==> src/rtl/controller_rom.sv <==
// Microprogrammed sequencer for the SAM accumulator CPU: 16 x 40-bit control ROM,
// two condition muxes and a 4:1 next-address mux. Define CTRL_DEBUG_EN to expose state_dbg.
module controller_rom (
  input  logic        clk,
  input  logic        reset,
  input  logic        wait_,
  input  logic        IR15,
  input  logic        IR14,
  input  logic        AC15,
`ifdef CTRL_DEBUG_EN
  output logic [3:0]  state_dbg,
`endif
  output logic [21:0] bus_controller
);

  localparam logic [21:0] C_PC_MAR = 22'h000001;
  localparam logic [21:0] C_IR_MAR = 22'h000002;
  localparam logic [21:0] C_MEM_RD = 22'h000004;
  localparam logic [21:0] C_MEM_WR = 22'h000008;
  localparam logic [21:0] C_MDR_IR = 22'h000010;
  localparam logic [21:0] C_PC_INC = 22'h000020;
  localparam logic [21:0] C_MDR_AC = 22'h000040;
  localparam logic [21:0] C_AC_MDR = 22'h000080;
  localparam logic [21:0] C_ALU_ADD = 22'h000100;
  localparam logic [21:0] C_IR_PC  = 22'h000200;

  logic [3:0]  state_q, state_d;
  logic [39:0] rom_word;
  logic        alpha, beta;

  function automatic logic [39:0] uword(input logic a_sel, input logic b_sel,
                                        input logic [3:0] a0, input logic [3:0] a1,
                                        input logic [3:0] a2, input logic [3:0] a3,
                                        input logic [21:0] ctrl);
    return {a_sel, b_sel, a0, a1, a2, a3, ctrl};
  endfunction

  // Leaf cells: out = sel ? in1 : in0, and out = i[{s1,s0}].
  function automatic logic multiplexer_2_1(input logic sel, input logic in0, input logic in1);
    return sel ? in1 : in0;
  endfunction

  function automatic logic [3:0] multiplexer_4_1(input logic s0, input logic s1,
                                                 input logic [3:0] i0, input logic [3:0] i1,
                                                 input logic [3:0] i2, input logic [3:0] i3);
    logic [3:0] o;
    case ({s1, s0})
      2'b00:   o = i0;
      2'b01:   o = i1;
      2'b10:   o = i2;
      default: o = i3;
    endcase
    return o;
  endfunction

  always_comb begin
    // NOTE: default first so every path assigns rom_word and no latch is inferred.
    rom_word = '0;
    case (state_q)
      4'd0:    rom_word = uword(1'b0, 1'b0, 4'd1,  4'd1,  4'd1,  4'd1,  C_PC_MAR);
      4'd1:    rom_word = uword(1'b0, 1'b0, 4'd2,  4'd2,  4'd1,  4'd1,  C_MEM_RD);
      4'd2:    rom_word = uword(1'b0, 1'b0, 4'd3,  4'd3,  4'd3,  4'd3,  C_MDR_IR | C_PC_INC);
      4'd3:    rom_word = uword(1'b1, 1'b1, 4'd4,  4'd7,  4'd9,  4'd12, '0);
      4'd4:    rom_word = uword(1'b0, 1'b0, 4'd5,  4'd5,  4'd5,  4'd5,  C_IR_MAR);
      4'd5:    rom_word = uword(1'b0, 1'b0, 4'd6,  4'd6,  4'd5,  4'd5,  C_MEM_RD);
      4'd6:    rom_word = uword(1'b0, 1'b0, 4'd0,  4'd0,  4'd0,  4'd0,  C_MDR_AC);
      4'd7:    rom_word = uword(1'b0, 1'b0, 4'd8,  4'd8,  4'd8,  4'd8,  C_IR_MAR | C_AC_MDR);
      4'd8:    rom_word = uword(1'b0, 1'b0, 4'd0,  4'd0,  4'd8,  4'd8,  C_MEM_WR);
      4'd9:    rom_word = uword(1'b0, 1'b0, 4'd10, 4'd10, 4'd10, 4'd10, C_IR_MAR);
      4'd10:   rom_word = uword(1'b0, 1'b0, 4'd11, 4'd11, 4'd10, 4'd10, C_MEM_RD);
      4'd11:   rom_word = uword(1'b0, 1'b0, 4'd0,  4'd0,  4'd0,  4'd0,  C_ALU_ADD);
      4'd12:   rom_word = uword(1'b1, 1'b0, 4'd0,  4'd13, 4'd0,  4'd13, '0);
      4'd13:   rom_word = uword(1'b0, 1'b0, 4'd0,  4'd0,  4'd0,  4'd0,  C_IR_PC);
      default: rom_word = uword(1'b0, 1'b0, 4'd0,  4'd0,  4'd0,  4'd0,  '0);
    endcase
  end

  always_comb begin
    alpha   = multiplexer_2_1(rom_word[39], wait_, IR15);
    beta    = multiplexer_2_1(rom_word[38], AC15, IR14);
    state_d = multiplexer_4_1(beta, alpha, rom_word[37:34], rom_word[33:30],
                              rom_word[29:26], rom_word[25:22]);
  end

  always_ff @(posedge clk or posedge reset) begin
    // NOTE: non-blocking assignment for sequential state avoids simulation races.
    if (reset) state_q <= '0;
    else       state_q <= state_d;
  end

  assign bus_controller = rom_word[21:0];

`ifdef CTRL_DEBUG_EN
  assign state_dbg = state_q;
`endif

endmodule

==> config.mk <==
export PLATFORM = sky130hd
export DESIGN_NAME = controller_rom
export DESIGN_NICKNAME = d
export VERILOG_FILES = /design/src/rtl/controller_rom.sv
export SDC_FILE = /design/constraint.sdc
export NUM_CORES = 1
export LEC_CHECK = 0
export CAP_MARGIN = 20
export CORE_MARGIN = 3
export CORE_UTILIZATION = 45
export DETAILED_ROUTE_END_ITERATION = 7
export GPL_TIMING_DRIVEN = 1
export PLACE_DENSITY_LB_ADDON = 0.05
export REMOVE_ABC_BUFFERS = 1
export SETUP_SLACK_MARGIN = 0.4
export SLEW_MARGIN = 20
export SYNTH_ARGS = -nofsm -noshare
export SYNTH_HDL_FRONTEND = slang
export SYNTH_SLANG_ARGS = --single-unit
==> constraint.sdc <==
create_clock -name clk -period 4.5 [get_ports clk]
set_clock_uncertainty 0.05 [all_clocks]
set_input_delay 0.9 -clock clk [delete_from_list [all_inputs] [get_ports clk]]
set_output_delay 0.9 -clock clk [all_outputs]
set_load 0.03 [all_outputs]
## Word level (Yosys, flattened, before mapping)

Memory sizes are Yosys's and may differ from the RTL's.
Cells that the tools add are included.

| storage, ports and cells | value |
|---|---|
| bits in registers | 4 |
| bits in read-only memories | 448 |
| output and inout port bits | 22 |
| memories | 1 |

| operators by class | value |
|---|---|
| equality and inequality tests | 2 |
| multiplexer cells | 3 |
| reduce and logical (&&, ||, !) cells | 1 |

Memory list:

| memory | words | bits a word | rd ports | clocked after Yosys merged registers in | write ports | RTL line | RTL |
|---|---|---|---|---|---|---|---|
| (no name shown) | 16 | 28 | 1 | 0 | 0 | 59 | `case (state_q)` |

Operators by type and width:

| operator | number |
|---|---|
| case mux 4 bit (3 select lines) | 1 |
| equality test 2 x 1 -> 1 bit (second input constant) | 1 |
| equality test 2 bit (second input constant) | 1 |
| logical NOT 2 bit | 1 |
| 2-to-1 mux 1 bit | 2 |

## Longest topological paths before layout

Gate-level depths: netlist (run 1).
An unclocked memory read counts as a cell.

| depth | value |
|---|---|
| depth in word-level cells | 4 |
| gate-level depth with buffers | 7 |
| gate-level depth less buffers | 7 |

## Least setup slack after synthesis (run 1)

No wires, ideal clock.

| timing path | value |
|---|---|
| path type | register -> output |
| start point | register state_q[2] |
| end point | output port bus_controller[5] |
| arrival time | 1.854 ns |
| data required time | 3.550 ns |
| slack | 1.696 ns |
| stages on the path, launching flop included | 5 |
| buffers on the path | 3 |
| cells stage by stage | dfrtp_1 > buf_6 > clkbuf_1 > nor3b_1 > buf_4 |

| between the ends | value |
|---|---|
| word-level cells in the longest chain between the ends | 1 |

Ends and longest elaborated chain:

| what | RTL line | RTL |
|---|---|---|
| start, declared | 27 | `logic [3:0] state_q, state_d;` |
| start signal, assigned | 88 | `else state_q <= state_d;` |
| memory read (16 x 28 bit) | -- |  |
| end, declared | 13 | `output logic [21:0] bus_controller` |

Every way passes these cells.

## Worst setup path after layout (run 1)

| timing path | value |
|---|---|
| start point | register state_q[2] |
| end point | output port bus_controller[1] |

Same word-level chain as after synthesis.

==> impl_metrics.ini, run 1 <==
[timing]
rsz0062_at_grt = false
slew-limit-headroom_pct = 54.5
postLayoutSetupSlackWorst_ns = 1.30
min_period_over_period_pct = 71.1
fmax_mhz = 313
setup_viol = 0
period_needed_ns = 3.20
slew_viol_final = 0
hold_slack_ns = 0.780
hold_violations = 0
tns_ns = 0
worst_pin_slew_ns = 0.682

[power]
leakage_nw = 0.360
peakVddDrop_mv = 0.347
power_density_mw_per_mm2 = 782

[floorplan]
io_pins = 28
fp.dieH_um = 45.2
coreArea_mm2 = 0.00137
fp.dieArea_mm2 = 0.00204
start_util_pct = 50.6
rows = 13
die_w_um = 45.2

[placed_design]
gp_congestion = 0.715
port_buffers = 15
pre_cts_ws_ns = 1.57
hpwlAfterDp_um = 1110

[worst_hold_path]
holdPathStages = 2
min_from = state_q[0]
hold_end = state_q[1]
hold_class = reg2reg

[route]
vias_per_cell = 5.31
routed.top_layer = met3
wirelength_um = 1500
drt_iter0_drc = 13
avgRoutedWirePerCell_um = 13.0
vias = 616
wl_met3_um = 111
route.met2.wl_um = 736
wl_met1_um = 655
first_pass_iters = 4
post-route-drc-count = 0
postRouteAntennaNets = 0

[clocking]
hold_buffers = 0
ctsResizeCount = 0
cts_made_buffers = 3
clkTransAtPathRegs_ns = 0.04
cts_tree = yes
htree_levels = 1
clkSinkCount = 4
cts_max_path_buffers = 2
postCtsSetupBuffers = 0
insertion_delay_ns = 0.24
root_buffer = clkbuf_4

[layout]
n_antenna_cell = 0
largest_register_ffs = 4
largest-register = state_q
fin_nets = 114
syn_to_final_growth_pct = 15.0
drive_gt1_share_pct = 9.90
largestRegisters = state_q x4

[yosys]
synth_compound_area_share_pct = 21.3
synthAdderAreaFrac_pct = 9.04
synth.area.top_cells = dfrtp_1 14%, buf_4 14%, ha_1 9.0%
yosysTopAreaCellShare_pct = 14.5
synth_cell_types = 35
synthSimpleGateAreaFrac_pct = 22.4
syn_inst = 89
synth_area_um2 = 692
ys_ff_latch = 4
yosysMostFrequentCell = buf_4
synth_largest_area_cell = dfrtp_1
avgSynthCellArea_um2 = 7.77
synth_top_family_by_area = buffers and inverters
synthArstFlopShare_pct = 100
synthMuxAreaShare_pct = 9.22
ys_seq_area_share_pct = 14.5
synthXorXnorAreaFrac_pct = 0
synth-edff-count = 0
ys_warn_count = 0
synth_flop_cell = dfrtp_1
yosys-top-cells-count = 13 x buf_4, 8 x inv_1, 7 x nor2_1

[worst_setup_path]
crit_fanout = 23
r2r_slack_ns = 2.56
worstReg2RegEnd = state_q[0]
reg2reg_depth = 7
r2r_start = state_q[0]
setup.worst_path.start_class = flip-flop
endpoint_kind = output pin
slowest_stage = dfrtp_1
cpPeakStageDelay_ns = 0.77
cp.arrival_ns = 2.25
critPathBufInv = 2
crit_type = reg2out
crit_chain = nor2b_1 > inv_1 > o21ai_0 > clkdlybuf4s50_1
path_delay_family = flip-flops
crit_required_ns = 3.55

[job]
maxCapViolations = 0

[global_route]
grt_overflow = 0
grt_max_degree = 24
track_usage_pct = 16.2
grt_antenna_before_repair = 0
first_global_vias = 587
grt_pass1_wl_um = 2440

[run_status]
status = complete, no violations
==> routing by layer <==
layer | track usage [%] | up-vias
met2 | 28.0 | 27
met1 | 19.3 | 283
li1 | - | 306
met5 | 0 | -
met4 | 4.68 | 0
met3 | 4.78 | 0
==> worst min-delay path, delay by kind of cell (launching register included) <==
kind               cells  cell delay, ns
AOI/OAI and AO/OA      2            0.32
DFF                    1            0.48
==> power breakdown <==
group,leakage [nW],total [mW],switching (mW),internal (mW)
combinational,0.296,0.455,0.257,0.197
sequential,0.0497,0.122,0.0678,0.0543
clock,0.0138,0.0455,0.0156,0.0299
==> layout by cell type (no fill, tap or decap), drive strengths merged, types with 3 or more instances in the layout <==
cell,instances
o21ai,6
conb,12
inv,8
a21oi,5
clkdlybuf4s50,15
nand2,7
and2,3
dfrtp,4
mux2i,6
ha,5
clkbuf,3
nor2,8
==> final cells by class <==
type | instances | area [um2]
Multi-Input combinational cell | 71 | 474
Sequential cell | 4 | 100
Timing Repair Buffer | 15 | 150
Clock buffer | 3 | 22.5
Inverter | 8 | 30.0
Tap cell | 15 | 18.8
Fill cell | 142 | 571
==> worst max path at each step <==
stage                          start           endpoint  slack, ns  cells after the start
after floorplan           state_q[0]  bus_controller[4]       1.43                      3
after global placement    state_q[2]  bus_controller[1]       1.63                      4
after detailed placement  state_q[2]  bus_controller[1]       1.57                      4
after CTS                 state_q[2]  bus_controller[1]       1.31                      4
after global routing      state_q[2]  bus_controller[1]       1.09                      4
final                     state_q[2]  bus_controller[1]       1.30                      4
==> cell families (layout without fill, tap and decap cells) <==
group           count (synthesis)  count (layout)
other cells                     1              12
simple gates                   29              29
fa+ha+maj                       5               5
buf+inv                        25              26
mux                             6               6
flops                           4               4
compound gates                 19              19
==> metrics by stage <==
step | util [%] | cells | instance area, um2 | power, mW
final | 58.2 | 116 | 796 | 0.622
after global routing | 58.2 | 116 | 796 | 0.678
after CTS | 58.2 | 116 | 796 | 0.624
after detailed placement | 56.6 | 113 | 773 | 0.574
after global placement | 56.6 | 113 | 773 | 0.566
after floorplan | - | 83 | 604 | 0.437
(Power assumes the default switching activity.)
==> inputs of run 2 (changes only) <==
CORE_UTILIZATION = 38   (was 45)
clock period = 2.9 ns   (was 4.5 ns; I/O delays follow)
==> impl_metrics.ini, run 2 (synthesized netlist as in run 1, its figures left out) <==
[floorplan]
die_w_um = 48.7
start_util_pct = 42.9
fp.dieH_um = 48.7
fp.dieArea_mm2 = 0.00237
io_pins = 28
rows = 14
coreArea_mm2 = 0.00161

[route]
wirelength_um = 1420
first_pass_iters = 4
drt_iter0_drc = 8
postRouteAntennaNets = 0
avgRoutedWirePerCell_um = 11.1
post-route-drc-count = 0
vias = 588
vias_per_cell = 4.59

[power]
peakVddDrop_mv = 0.515
power_density_mw_per_mm2 = 1150
leakage_nw = 0.457

[timing]
tns_ns = 0
hold_violations = 0
rsz0062_at_grt = false
period_needed_ns = 2.33
slew_viol_final = 0
setup_viol = 0
fmax_mhz = 429
min_period_over_period_pct = 80.3

[layout]
n_antenna_cell = 0
fin_nets = 117
largest_register_ffs = 4
final_cell_mix = 12 x conb_1, 8 x inv_1, 7 x nor2_1, 7 x dlygate4sd2_1, 6 x nand2_1
syn_to_final_growth_pct = 20.4
largest-register = state_q
largestRegisters = state_q x4
final_common_cell = conb_1
fin_cells = 128
drive_gt1_share_pct = 14.4

[global_route]
grt_max_degree = 14
track_usage_pct = 12.0
first_global_vias = 516
grt_antenna_before_repair = 0
grt_overflow = 0
grt_pass1_wl_um = 2300

[clocking]
hold_buffers = 0
clkTransAtPathRegs_ns = 0.03
htree_levels = 1
cts_made_buffers = 3
clkSinkCount = 4
cts_tree = yes
insertion_delay_ns = 0.23
root_buffer = clkbuf_4
postCtsSetupBuffers = 0
cts_max_path_buffers = 2

[worst_setup_path]
setup.worst_path.start_class = flip-flop
crit_chain = inv_1 > ha_1 > o21ai_0 > dlygate4sd2_1
crit_fanout = 7
critPathBufInv = 2
slowest_stage = dfrtp_1
endpoint_kind = output pin
crit_required_ns = 2.27
cpPeakStageDelay_ns = 0.46
crit_type = reg2out
cp.arrival_ns = 1.70
path_delay_family = buffers and inverters

[job]
maxCapViolations = 0

[placed_design]
port_buffers = 15
hpwlAfterDp_um = 1140
gp_congestion = 0.730
dp_cells = 125

[worst_hold_path]
hold_class = in2async

[run_status]
status = complete, no violations
[run 2: changes by cell type in the layout (fill, tap and decap cells not counted), sizes merged]
| cell | delta |
|---|---|
| buf | +3 |
| dlygate4sd2 | +7 |
| dlymetal6s2s | +3 |
| clkdlybuf4s50 | -10 |
[run 2: worst paths after layout]
path                       cells past startpoint       start           endpoint  slack, ns
max                                            4  state_q[0]  bus_controller[1]       0.57
min                                            2       reset         state_q[2]       0.49
max reg2reg                                    7  state_q[0]         state_q[0]       1.01
min reg2reg                                    2  state_q[2]         state_q[2]       0.61
max in group asynchronous                      2       reset         state_q[1]       2.17
min in group clk                               2  state_q[2]         state_q[2]       0.61
[run 2: metal layers]
layer	wire, um	track usage, %	vias up
li1	-	-	310
met1	737	16.6	257
met2	597	18.8	21
met3	81	1.84	0
met4	0	4.27	0
met5	0	0	-
[run 2: what timing repair did]
| item | 4_1_cts | 5_1_grt |
|---|---|---|
| resized for setup | 8 | 4 |
| setup endpoints to repair | 8 | 3 |
| pin swaps | 0 | 0 |
[run 2: final cells by class]
| cell class | instances | area [um2] |
|---|---|---|
| Tap cell | 24 | 30.0 |
| Timing Repair Buffer | 18 | 171 |
| Fill cell | 171 | 778 |
| Inverter | 8 | 30.0 |
| Clock buffer | 3 | 22.5 |
| Multi-Input combinational cell | 71 | 479 |
| Sequential cell | 4 | 100 |
[run 2: power by group]
group / internal (mW) / switching, mW / leakage (nW)
combinational: 0.302 / 0.454 / 0.393
clock: 0.0461 / 0.0196 / 0.0138
sequential: 0.0855 / 0.0494 / 0.0497
total: 0.434 / 0.523 / 0.457
[run 2: per-stage QoR]
step | utilization [%] | cell area, um2 | worst slack [ns] | hold slack, ns | power (mW)
2_1_floorplan | - | 604 | 0.152 | 0.296 | 0.677
3_3_place_gp | 50.1 | 807 | 0.542 | 0.617 | 0.918
3_5_place_dp | 50.1 | 807 | 0.498 | 0.606 | 0.919
4_1_cts | 51.1 | 823 | 0.412 | 0.481 | 0.959
5_1_grt | 51.7 | 833 | 0.464 | 0.496 | 1.04
6_report | 51.7 | 833 | 0.571 | 0.486 | 0.957
